--- config.mk ---
export PLATFORM = sky130hd
export DESIGN_NAME = mips_ctrl_fsm
export DESIGN_NICKNAME = d
export VERILOG_FILES = /design/src/rtl/mips_ctrl_fsm.sv
export SDC_FILE = /design/constraint.sdc
export NUM_CORES = 1
export LEC_CHECK = 0
export CORE_MARGIN = 1
export CORE_UTILIZATION = 35
export CTS_CLUSTER_DIAMETER = 80
export DETAILED_ROUTE_END_ITERATION = 10
export DONT_BUFFER_PORTS = 1
export GPL_ROUTABILITY_DRIVEN = 1
export HOLD_SLACK_MARGIN = 0.12
export MAX_ROUTING_LAYER = met4
export PLACE_DENSITY_LB_ADDON = 0.12
export REMOVE_ABC_BUFFERS = 1
export SYNTH_ARGS = -nofsm -noshare
export SYNTH_HDL_FRONTEND = slang
export SYNTH_SLANG_ARGS = --single-unit
--- constraint.sdc ---
create_clock -name RF_CLK -period 6.3 [get_ports RF_CLK]
set_clock_uncertainty 0.05 [all_clocks]
set_input_delay 0.945 -clock RF_CLK [delete_from_list [all_inputs] [get_ports RF_CLK]]
set_output_delay 0.945 -clock RF_CLK [all_outputs]
set_load 0.01 [all_outputs]
--- src/rtl/mips_ctrl_fsm.sv ---
// Multi-cycle FETCH/DECODE/EXEC/MEM/WB control unit for the MIPS datapath.
// Optional macro CTRL_ILLEGAL_TRAP_EN: unsupported encodings raise sticky `illegal` and halt until reset.
module mips_ctrl_fsm #(
    parameter logic [2:0] RESET_STATE = 3'd0,
    parameter int         CNT_W       = 32
) (
    input  logic             RF_CLK,
    input  logic             reset,
    input  logic [31:0]      imem_data,
    input  logic             imem_valid,
    input  logic             z,
    input  logic             dmem_ack,
    output logic             imem_req,
    output logic [31:0]      inst,
    output logic [4:0]       Rsc,
    output logic [4:0]       Rtc,
    output logic [4:0]       Rdc,
    output logic [3:0]       aluc,
    output logic             M1,
    output logic             M2,
    output logic             M3,
    output logic             M4,
    output logic             M5,
    output logic             M6,
    output logic             M7,
    output logic             M8,
    output logic             M9,
    output logic             sign,
    output logic             RF_W,
    output logic             pc_ena,
    output logic             dmem_re,
    output logic             dmem_we,
    output logic [CNT_W-1:0] retired,
    output logic             illegal
);

    typedef enum logic [2:0] {
        ST_FETCH  = 3'd0,
        ST_DECODE = 3'd1,
        ST_EXEC   = 3'd2,
        ST_MEM    = 3'd3,
        ST_WB     = 3'd4,
        ST_HALT   = 3'd5
    } state_t;

    typedef enum logic [3:0] {
        C_RALU = 4'd0,
        C_IALU = 4'd1,
        C_LW   = 4'd2,
        C_SW   = 4'd3,
        C_BEQ  = 4'd4,
        C_BNE  = 4'd5,
        C_J    = 4'd6,
        C_JAL  = 4'd7,
        C_JR   = 4'd8,
        C_BAD  = 4'd9
    } cls_t;

    state_t           state_r;
    state_t           nxt_state_s;
    logic [31:0]      ir_r;
    logic [CNT_W-1:0] retired_r;
    logic [5:0]       op_s;
    logic [5:0]       funct_s;
    cls_t             cls_s;
    logic [3:0]       dec_aluc_s;
    logic             dec_sign_s;
    logic             shift_s;
    logic             ir_load_s;
    logic             imem_req_s;
    logic             rf_w_s;
    logic             pc_ena_s;
    logic             dmem_re_s;
    logic             dmem_we_s;
    logic [9:1]       m_s;
    logic [3:0]       aluc_s;
    logic             sign_s;
`ifdef CTRL_ILLEGAL_TRAP_EN
    logic             trap_s;
    logic             illegal_r;
`endif

    assign op_s    = ir_r[31:26];
    assign funct_s = ir_r[5:0];

    // Instruction classification and per-opcode ALU function / immediate extension.
    always_comb begin
        cls_s      = C_BAD;
        dec_aluc_s = 4'b0000;
        dec_sign_s = 1'b1;
        shift_s    = 1'b0;
        case (op_s)
            6'h00: begin
                case (funct_s)
                    6'h21: begin cls_s = C_RALU; dec_aluc_s = 4'b0000; end
                    6'h23: begin cls_s = C_RALU; dec_aluc_s = 4'b0001; end
                    6'h24: begin cls_s = C_RALU; dec_aluc_s = 4'b0100; end
                    6'h25: begin cls_s = C_RALU; dec_aluc_s = 4'b0101; end
                    6'h26: begin cls_s = C_RALU; dec_aluc_s = 4'b0110; end
                    6'h27: begin cls_s = C_RALU; dec_aluc_s = 4'b0111; end
                    6'h2A: begin cls_s = C_RALU; dec_aluc_s = 4'b1011; end
                    6'h2B: begin cls_s = C_RALU; dec_aluc_s = 4'b1010; end
                    6'h00: begin cls_s = C_RALU; dec_aluc_s = 4'b1110; shift_s = 1'b1; end
                    6'h02: begin cls_s = C_RALU; dec_aluc_s = 4'b1101; shift_s = 1'b1; end
                    6'h03: begin cls_s = C_RALU; dec_aluc_s = 4'b1100; shift_s = 1'b1; end
                    6'h08: begin cls_s = C_JR; end
                    default: begin cls_s = C_BAD; end
                endcase
            end
            6'h09: begin cls_s = C_IALU; dec_aluc_s = 4'b0000; end
            6'h0C: begin cls_s = C_IALU; dec_aluc_s = 4'b0100; dec_sign_s = 1'b0; end
            6'h0D: begin cls_s = C_IALU; dec_aluc_s = 4'b0101; dec_sign_s = 1'b0; end
            6'h0E: begin cls_s = C_IALU; dec_aluc_s = 4'b0110; dec_sign_s = 1'b0; end
            6'h0F: begin cls_s = C_IALU; dec_aluc_s = 4'b1000; end
            6'h0A: begin cls_s = C_IALU; dec_aluc_s = 4'b1011; end
            6'h0B: begin cls_s = C_IALU; dec_aluc_s = 4'b1010; end
            6'h23: begin cls_s = C_LW;   dec_aluc_s = 4'b0000; end
            6'h2B: begin cls_s = C_SW;   dec_aluc_s = 4'b0000; end
            6'h04: begin cls_s = C_BEQ;  dec_aluc_s = 4'b0001; end
            6'h05: begin cls_s = C_BNE;  dec_aluc_s = 4'b0001; end
            6'h02: begin cls_s = C_J;    end
            6'h03: begin cls_s = C_JAL;  end
            default: begin cls_s = C_BAD; end
        endcase
    end

    // Next-state logic and single-cycle strobes.
    always_comb begin
        nxt_state_s = state_r;
        ir_load_s   = 1'b0;
        imem_req_s  = 1'b0;
        rf_w_s      = 1'b0;
        pc_ena_s    = 1'b0;
        dmem_re_s   = 1'b0;
        dmem_we_s   = 1'b0;
`ifdef CTRL_ILLEGAL_TRAP_EN
        trap_s      = 1'b0;
`endif
        case (state_r)
            ST_FETCH: begin
                imem_req_s = 1'b1;
                if (imem_valid) begin
                    ir_load_s   = 1'b1;
                    nxt_state_s = ST_DECODE;
                end else begin
                    nxt_state_s = ST_FETCH;
                end
            end
            ST_DECODE: begin
`ifdef CTRL_ILLEGAL_TRAP_EN
                if (cls_s == C_BAD) begin
                    trap_s      = 1'b1;
                    nxt_state_s = ST_HALT;
                end else begin
                    nxt_state_s = ST_EXEC;
                end
`else
                nxt_state_s = ST_EXEC;
`endif
            end
            ST_EXEC: begin
                case (cls_s)
                    C_RALU, C_IALU, C_JAL: nxt_state_s = ST_WB;
                    C_LW, C_SW:            nxt_state_s = ST_MEM;
                    // Branches, jumps and untrapped unsupported encodings retire here.
                    default: begin
                        pc_ena_s    = 1'b1;
                        nxt_state_s = ST_FETCH;
                    end
                endcase
            end
            ST_MEM: begin
                dmem_re_s = (cls_s == C_LW);
                dmem_we_s = (cls_s != C_LW);
                if (dmem_ack) begin
                    if (cls_s == C_LW) begin
                        nxt_state_s = ST_WB;
                    end else begin
                        pc_ena_s    = 1'b1;
                        nxt_state_s = ST_FETCH;
                    end
                end else begin
                    nxt_state_s = ST_MEM;
                end
            end
            ST_WB: begin
                rf_w_s      = 1'b1;
                pc_ena_s    = 1'b1;
                nxt_state_s = ST_FETCH;
            end
            ST_HALT: begin
`ifdef CTRL_ILLEGAL_TRAP_EN
                nxt_state_s = ST_HALT;
`else
                nxt_state_s = ST_FETCH;
`endif
            end
            default: nxt_state_s = ST_FETCH;
        endcase
    end

    // Datapath selects: idle value (all ones) outside DECODE..WB, IR-driven inside.
    always_comb begin
        m_s    = 9'b1_1111_1111;
        aluc_s = 4'b0000;
        sign_s = 1'b0;
        case (state_r)
            ST_DECODE, ST_EXEC, ST_MEM, ST_WB: begin
                m_s[5] = 1'b0;
                aluc_s = dec_aluc_s;
                sign_s = dec_sign_s;
                case (cls_s)
                    C_RALU: begin m_s[4] = 1'b0; m_s[6] = 1'b0; m_s[3] = ~shift_s; end
                    C_LW:   m_s[2] = 1'b0;
                    C_BEQ:  begin m_s[4] = 1'b0; m_s[5] = z; end
                    C_BNE:  begin m_s[4] = 1'b0; m_s[5] = ~z; end
                    C_J:    m_s[1] = 1'b0;
                    C_JAL:  begin m_s[1] = 1'b0; m_s[6] = 1'b0; m_s[8] = 1'b0; m_s[9] = 1'b0; end
                    C_JR:   begin m_s[7] = 1'b0; m_s[4] = 1'b0; m_s[6] = 1'b0; end
                    default: m_s[5] = 1'b0;
                endcase
            end
            default: begin
                m_s    = 9'b1_1111_1111;
                aluc_s = 4'b0000;
                sign_s = 1'b0;
            end
        endcase
    end

    // State register.
    always_ff @(posedge RF_CLK) begin
        if (reset) begin
            state_r <= state_t'(RESET_STATE);
        end else begin
            state_r <= nxt_state_s;
        end
    end

    // Instruction register, loaded on the accepted fetch beat.
    always_ff @(posedge RF_CLK) begin
        if (reset) begin
            ir_r <= 32'h0000_0000;
        end else if (ir_load_s) begin
            ir_r <= imem_data;
        end
    end

    // Retired-instruction counter, one per PC update, wraps naturally.
    always_ff @(posedge RF_CLK) begin
        if (reset) begin
            retired_r <= {CNT_W{1'b0}};
        end else if (pc_ena_s) begin
            retired_r <= retired_r + {{(CNT_W-1){1'b0}}, 1'b1};
        end
    end

`ifdef CTRL_ILLEGAL_TRAP_EN
    // Sticky illegal-encoding flag, cleared only by reset.
    always_ff @(posedge RF_CLK) begin
        if (reset) begin
            illegal_r <= 1'b0;
        end else if (trap_s) begin
            illegal_r <= 1'b1;
        end
    end
    assign illegal = illegal_r;
`else
    assign illegal = 1'b0;
`endif

    // Reset forces strobes low and selects to their idle value in the reset cycle itself.
    assign imem_req = imem_req_s & ~reset;
    assign RF_W     = rf_w_s     & ~reset;
    assign pc_ena   = pc_ena_s   & ~reset;
    assign dmem_re  = dmem_re_s  & ~reset;
    assign dmem_we  = dmem_we_s  & ~reset;
    assign {M9, M8, M7, M6, M5, M4, M3, M2, M1} = m_s | {9{reset}};
    assign aluc     = reset ? 4'b0000 : aluc_s;
    assign sign     = sign_s & ~reset;

    assign inst    = ir_r;
    assign Rsc     = ir_r[25:21];
    assign Rtc     = ir_r[20:16];
    assign Rdc     = ir_r[15:11];
    assign retired = retired_r;

endmodule

* After elaboration in Yosys (flattened, before gate mapping) *
Index checks and enable logic that the tools add are counted.

word-level totals
  register bits after elaboration = 67
  input bits = 37
  output and inout bits = 99

operators by class
  add/sub/neg operators = 1
  eq/ne operators = 37
  muxes and demuxes = 33
  bitwise logic cells = 10
  reductions and logical operators = 16

operator list
  operator               number
  $pmux 4 s8             2
  $eq 6x6->1 const B     10
  $eq 6x4->1 const B     8
  $pmux 4 s10            1
  $add 32x1->32 const B  1
  $eq 6x2->1 const B     4
  $mux 1                 19
  $eq 4x3->1 const B     4
  $eq 6x3->1 const B     2
  $logic_not 6->1        2
  $pmux 3 s4             1
  $reduce_or 3->1        4
  $reduce_or 11->1       1
  $mux 9                 1
  $or 9x9->9             1
  $eq 4x2->1 const B     2
  $mux 4                 2
  $pmux 4 s2             1
  $reduce_or 4->1        2
  $reduce_or 7->1        1
  $and 1x1->1            6
  $eq 3x2->1 const B     2
  $mux 3                 2
  $pmux 3 s2             1
  other kinds (13)       17

* Depth between registers and ports, before layout *
  depth after elaboration = 9
  mapped depth = 9
  gate-level depth less buffers = 6

* Worst setup path after synthesis *
No wires, ideal clock.

  kind = input-to-output
  start point = in reset
  end point = out M6
  data arrival time = 2.191 ns
  required time = 5.305 ns
  slack = 3.114 ns
  stages on the path = 5
  path through = clkbuf_1 -> a21oi_1 -> nand3_1 -> or2_2 -> nor2b_1

between the ends
  word-level cells in the longest chain between the ends = 1

RTL lines
  what                line  text
  start: declaration  8     input logic reset,
  $or 9x9->9          278   assign {M9, M8, M7, M6, M5, M4, M3, M2, M1} = m_s | {9{reset}};
  end: declaration    24    output logic M6,

No other way between the ends.

* Worst setup path after layout *
  start point = reg state_r[0]
  end point = out M6

between the ends
  word-level cells in the longest chain between the ends = 4
  elaborated cells on any way between the ends = 7
  classes of those cells = eq/ne (4); mux (1); bitwise (1); reduce/logical (1)

RTL lines
  what                                      line  text
  start: declaration                        59    state_t state_r;
  start signal: assignment                  234   state_r <= state_t'(RESET_STATE);
  start signal: assignment                  236   state_r <= nxt_state_s;
  $eq 3x1->1, or another cell as far along  207   case (state_r)
  $reduce_or 4->1 (*)                       207
  $mux 9 (*)                                207
  $or 9x9->9 (*)                            278

Every way passes the cells marked *; elsewhere a longest branch is shown, timed or not.

==> flow_summary.ini <==
[routing]
first_pass_iters = 4
drt_iter0_drc = 166
drt-total-wl_um = 9580
drc = 0
wl_per_cell_um = 16.4
vias = 3265
ant_nets = 0
detail_route.vias_per_cell = 5.58

[pwr]
ir_drop_mv = 0.0995
powerDensity_nw_per_um2 = 250
p_leak_nw = 1.23

[clock_tree]
cts.clk_slew.worst_paths_ns = 0.08
cts_tree = done
htree_levels = 3
cts_resized = 0
clkSinkCount = 67
post-cts-setup-buffers = 0
cts_max_path_buffers = 2
cts_hold_buf = 0
insertion_delay_ns = 0.34
cts_buffers = 9
cts_root_buf = clkbuf_8

[floorplanning]
core_area_um2 = 10300
dieWidth_um = 105
io_pins = 136
dieHeight_um = 105
fp-row-count = 37
dieArea_um2 = 11000
start_util_pct = 36.0

[sta]
max_freq_mhz = 270
fin_hold_ws_ns = 0.452
period_needed_ns = 3.70
setup_violations = 0
fin_setup_tns_ns = 0
setup_ws_ns = 2.60
drv_slew = 0
period_share_pct = 58.8
slew-limit-headroom_pct = 19.5
hold_viol = 0
tightestPinTransition_ns = 1.20
rsz0062_at_grt = false

[setup_path]
cp_slowest_cell = dfxtp_1
critPathArrivalTime_ns = 2.71
cp_common_cell = or2_2
critical_path_class = register to output pin
path_cells = nor2_1, or2_2, a21oi_1, nand3_1, or2_2, nor2b_1
critPathMaxFanout = 12
slowest_delay_ns = 0.60
critPathCaptureType = output pin
required_ns = 5.30
start_kind = register

[run]
cap_violations = 0

[finish]
fillers = 1138
instances_no_fill = 585
final_net_count = 482
drive_gt1_share_pct = 8.24
diodes = 0
syn2layout_area_growth_pct = 2.94
finish.instance_area_um2 = 3810

[synth]
synth_seq_area_share_pct = 36.2
yosys-top-cells-area = dfxtp_1, a21oi_1, nand2_1
synthDistinctLibCells = 65
synth_edf_count = 0
yosys_warnings = 0
syn_avg_cell_area_um2 = 7.72
ys.flop_type = dfxtp_1
ys_async_sr_fraction_pct = 0
syn_area_um2 = 3700
synth-seq-cells = 67
synth_cells = 480
synth_top_area_share_pct = 36.2
yosys.area.top_type = dfxtp_1

[place]
dp_slack_ns = 2.94
hpwl_um = 6440
post_dp_cell_area_um2 = 3610
dp_cells = 569
port_buffers = 0
place_congestion = 0.768

[grt]
gr-total-overflow = 0
grt_pass1_vias = 3008
grt_max_degree = 73
grt_use_total_pct = 17.9
grt_pass1_wl_um = 15400
antenna_found_initial = 0

[run_status]
status = finished, final reports clean

[worst_hold_path]
hp-class = register to register
## metal layers
metal | up-vias | track usage (%) | wire length [µm]
met3 | 11 | 5.80 | 674
li1 | 1628 | - | -
met4 | 0 | 5.33 | 100
met2 | 105 | 28.9 | 4580
met1 | 1521 | 21.3 | 4230
met5 | - | - | 0
## cell usage in the layout (no fill, tap or decap), types with 5 or more instances in the layout
| cell | netlist | final |
|---|---|---|
| o21ai_0 | 22 | 22 |
| nand4_1 | 11 | 11 |
| and4_1 | 7 | 7 |
| inv_1 | 7 | 7 |
| clkbuf_8 | 0 | 10 |
| nor2_1 | 23 | 23 |
| o21ai_1 | 8 | 8 |
| nor3_1 | 8 | 8 |
| nand2b_1 | 5 | 5 |
| and3_1 | 7 | 7 |
| dfxtp_1 | 67 | 67 |
| nand2_1 | 81 | 81 |
| or3_1 | 23 | 23 |
| nand3_1 | 19 | 19 |
| a21oi_1 | 66 | 66 |
| or2_2 | 5 | 5 |
## cells by family after synthesis
family | after synthesis | synth area share, %
fa+ha+maj | 1 | 0.338
other cells | 1 | 0.101
mux | 3 | 0.844
buf+inv | 56 | 8.34
compound gates | 130 | 22.3
simple gates | 219 | 31.2
xor+xnor | 3 | 0.709
flops | 67 | 36.2
## path summary, 6_finish.rpt
path                                             from                       end  slack, ns  depth (start not counted)
worst max-delay path            state_r[0]$_SDFF_PP0_                        M6       2.60                          6
worst min-delay path             inst[8]$_SDFFE_PP0P_      inst[8]$_SDFFE_PP0P_       0.45                          2
worst max register to register  inst[26]$_SDFFE_PP0P_  retired[12]$_SDFFE_PP0P_       3.52                          7
worst min register to register   inst[8]$_SDFFE_PP0P_      inst[8]$_SDFFE_PP0P_       0.45                          2
## report_power, final
group	switching (mW)	leakage (nW)	internal (mW)
Sequential	0.0378	0.545	0.438
Clock	0.177	0.0957	0.195
Combinational	0.0646	0.594	0.0390
Total	0.280	1.23	0.673
## cell type report
type / instances / area [µm²] / share of cell area (%)
tap: 136 / 170 / 4.46
sequential: 67 / 1340 / 35.2
inverter: 7 / 26.3 / 0.689
clock buffer: 11 / 141 / 3.71
multi-input combinational: 357 / 2060 / 53.9
clock inverter: 5 / 62.6 / 1.64
timing repair buffer: 2 / 15.0 / 0.394
## sequential cells by signal, indices dropped and copies added, names as in the netlist
name and flops:
inst 32, state_r 3, retired 32
## worst max-delay path: cells and delay by family (launching register included)
kind	cells	cell delay [ns]
and+or+nand+nor	5	1.26
DFF	1	0.60
AOI/OAI and AO/OA	1	0.51
## stage by stage
step	power [mW]	utilization, %
after global placement	0.588	35.1
after CTS	0.970	37.1
after floorplan	0.562	-
final	0.952	37.1
after detailed placement	0.591	35.1
after global routing	1.00	37.1
## synth_stat cells, types with 5 or more instances
cell type and instances:
a21oi_1 66, and3_1 7, and4_1 7, buf_2 7, buf_4 18, clkbuf_1 20
dfxtp_1 67, inv_1 7, nand2_1 81, nand2b_1 5, nand3_1 19, nand4_1 11
nor2_1 23, nor2b_1 5, nor3_1 8, o21ai_0 22, o21ai_1 8, or2_2 5
or3_1 23
Note: power is estimated with default switching activity, not from simulation.
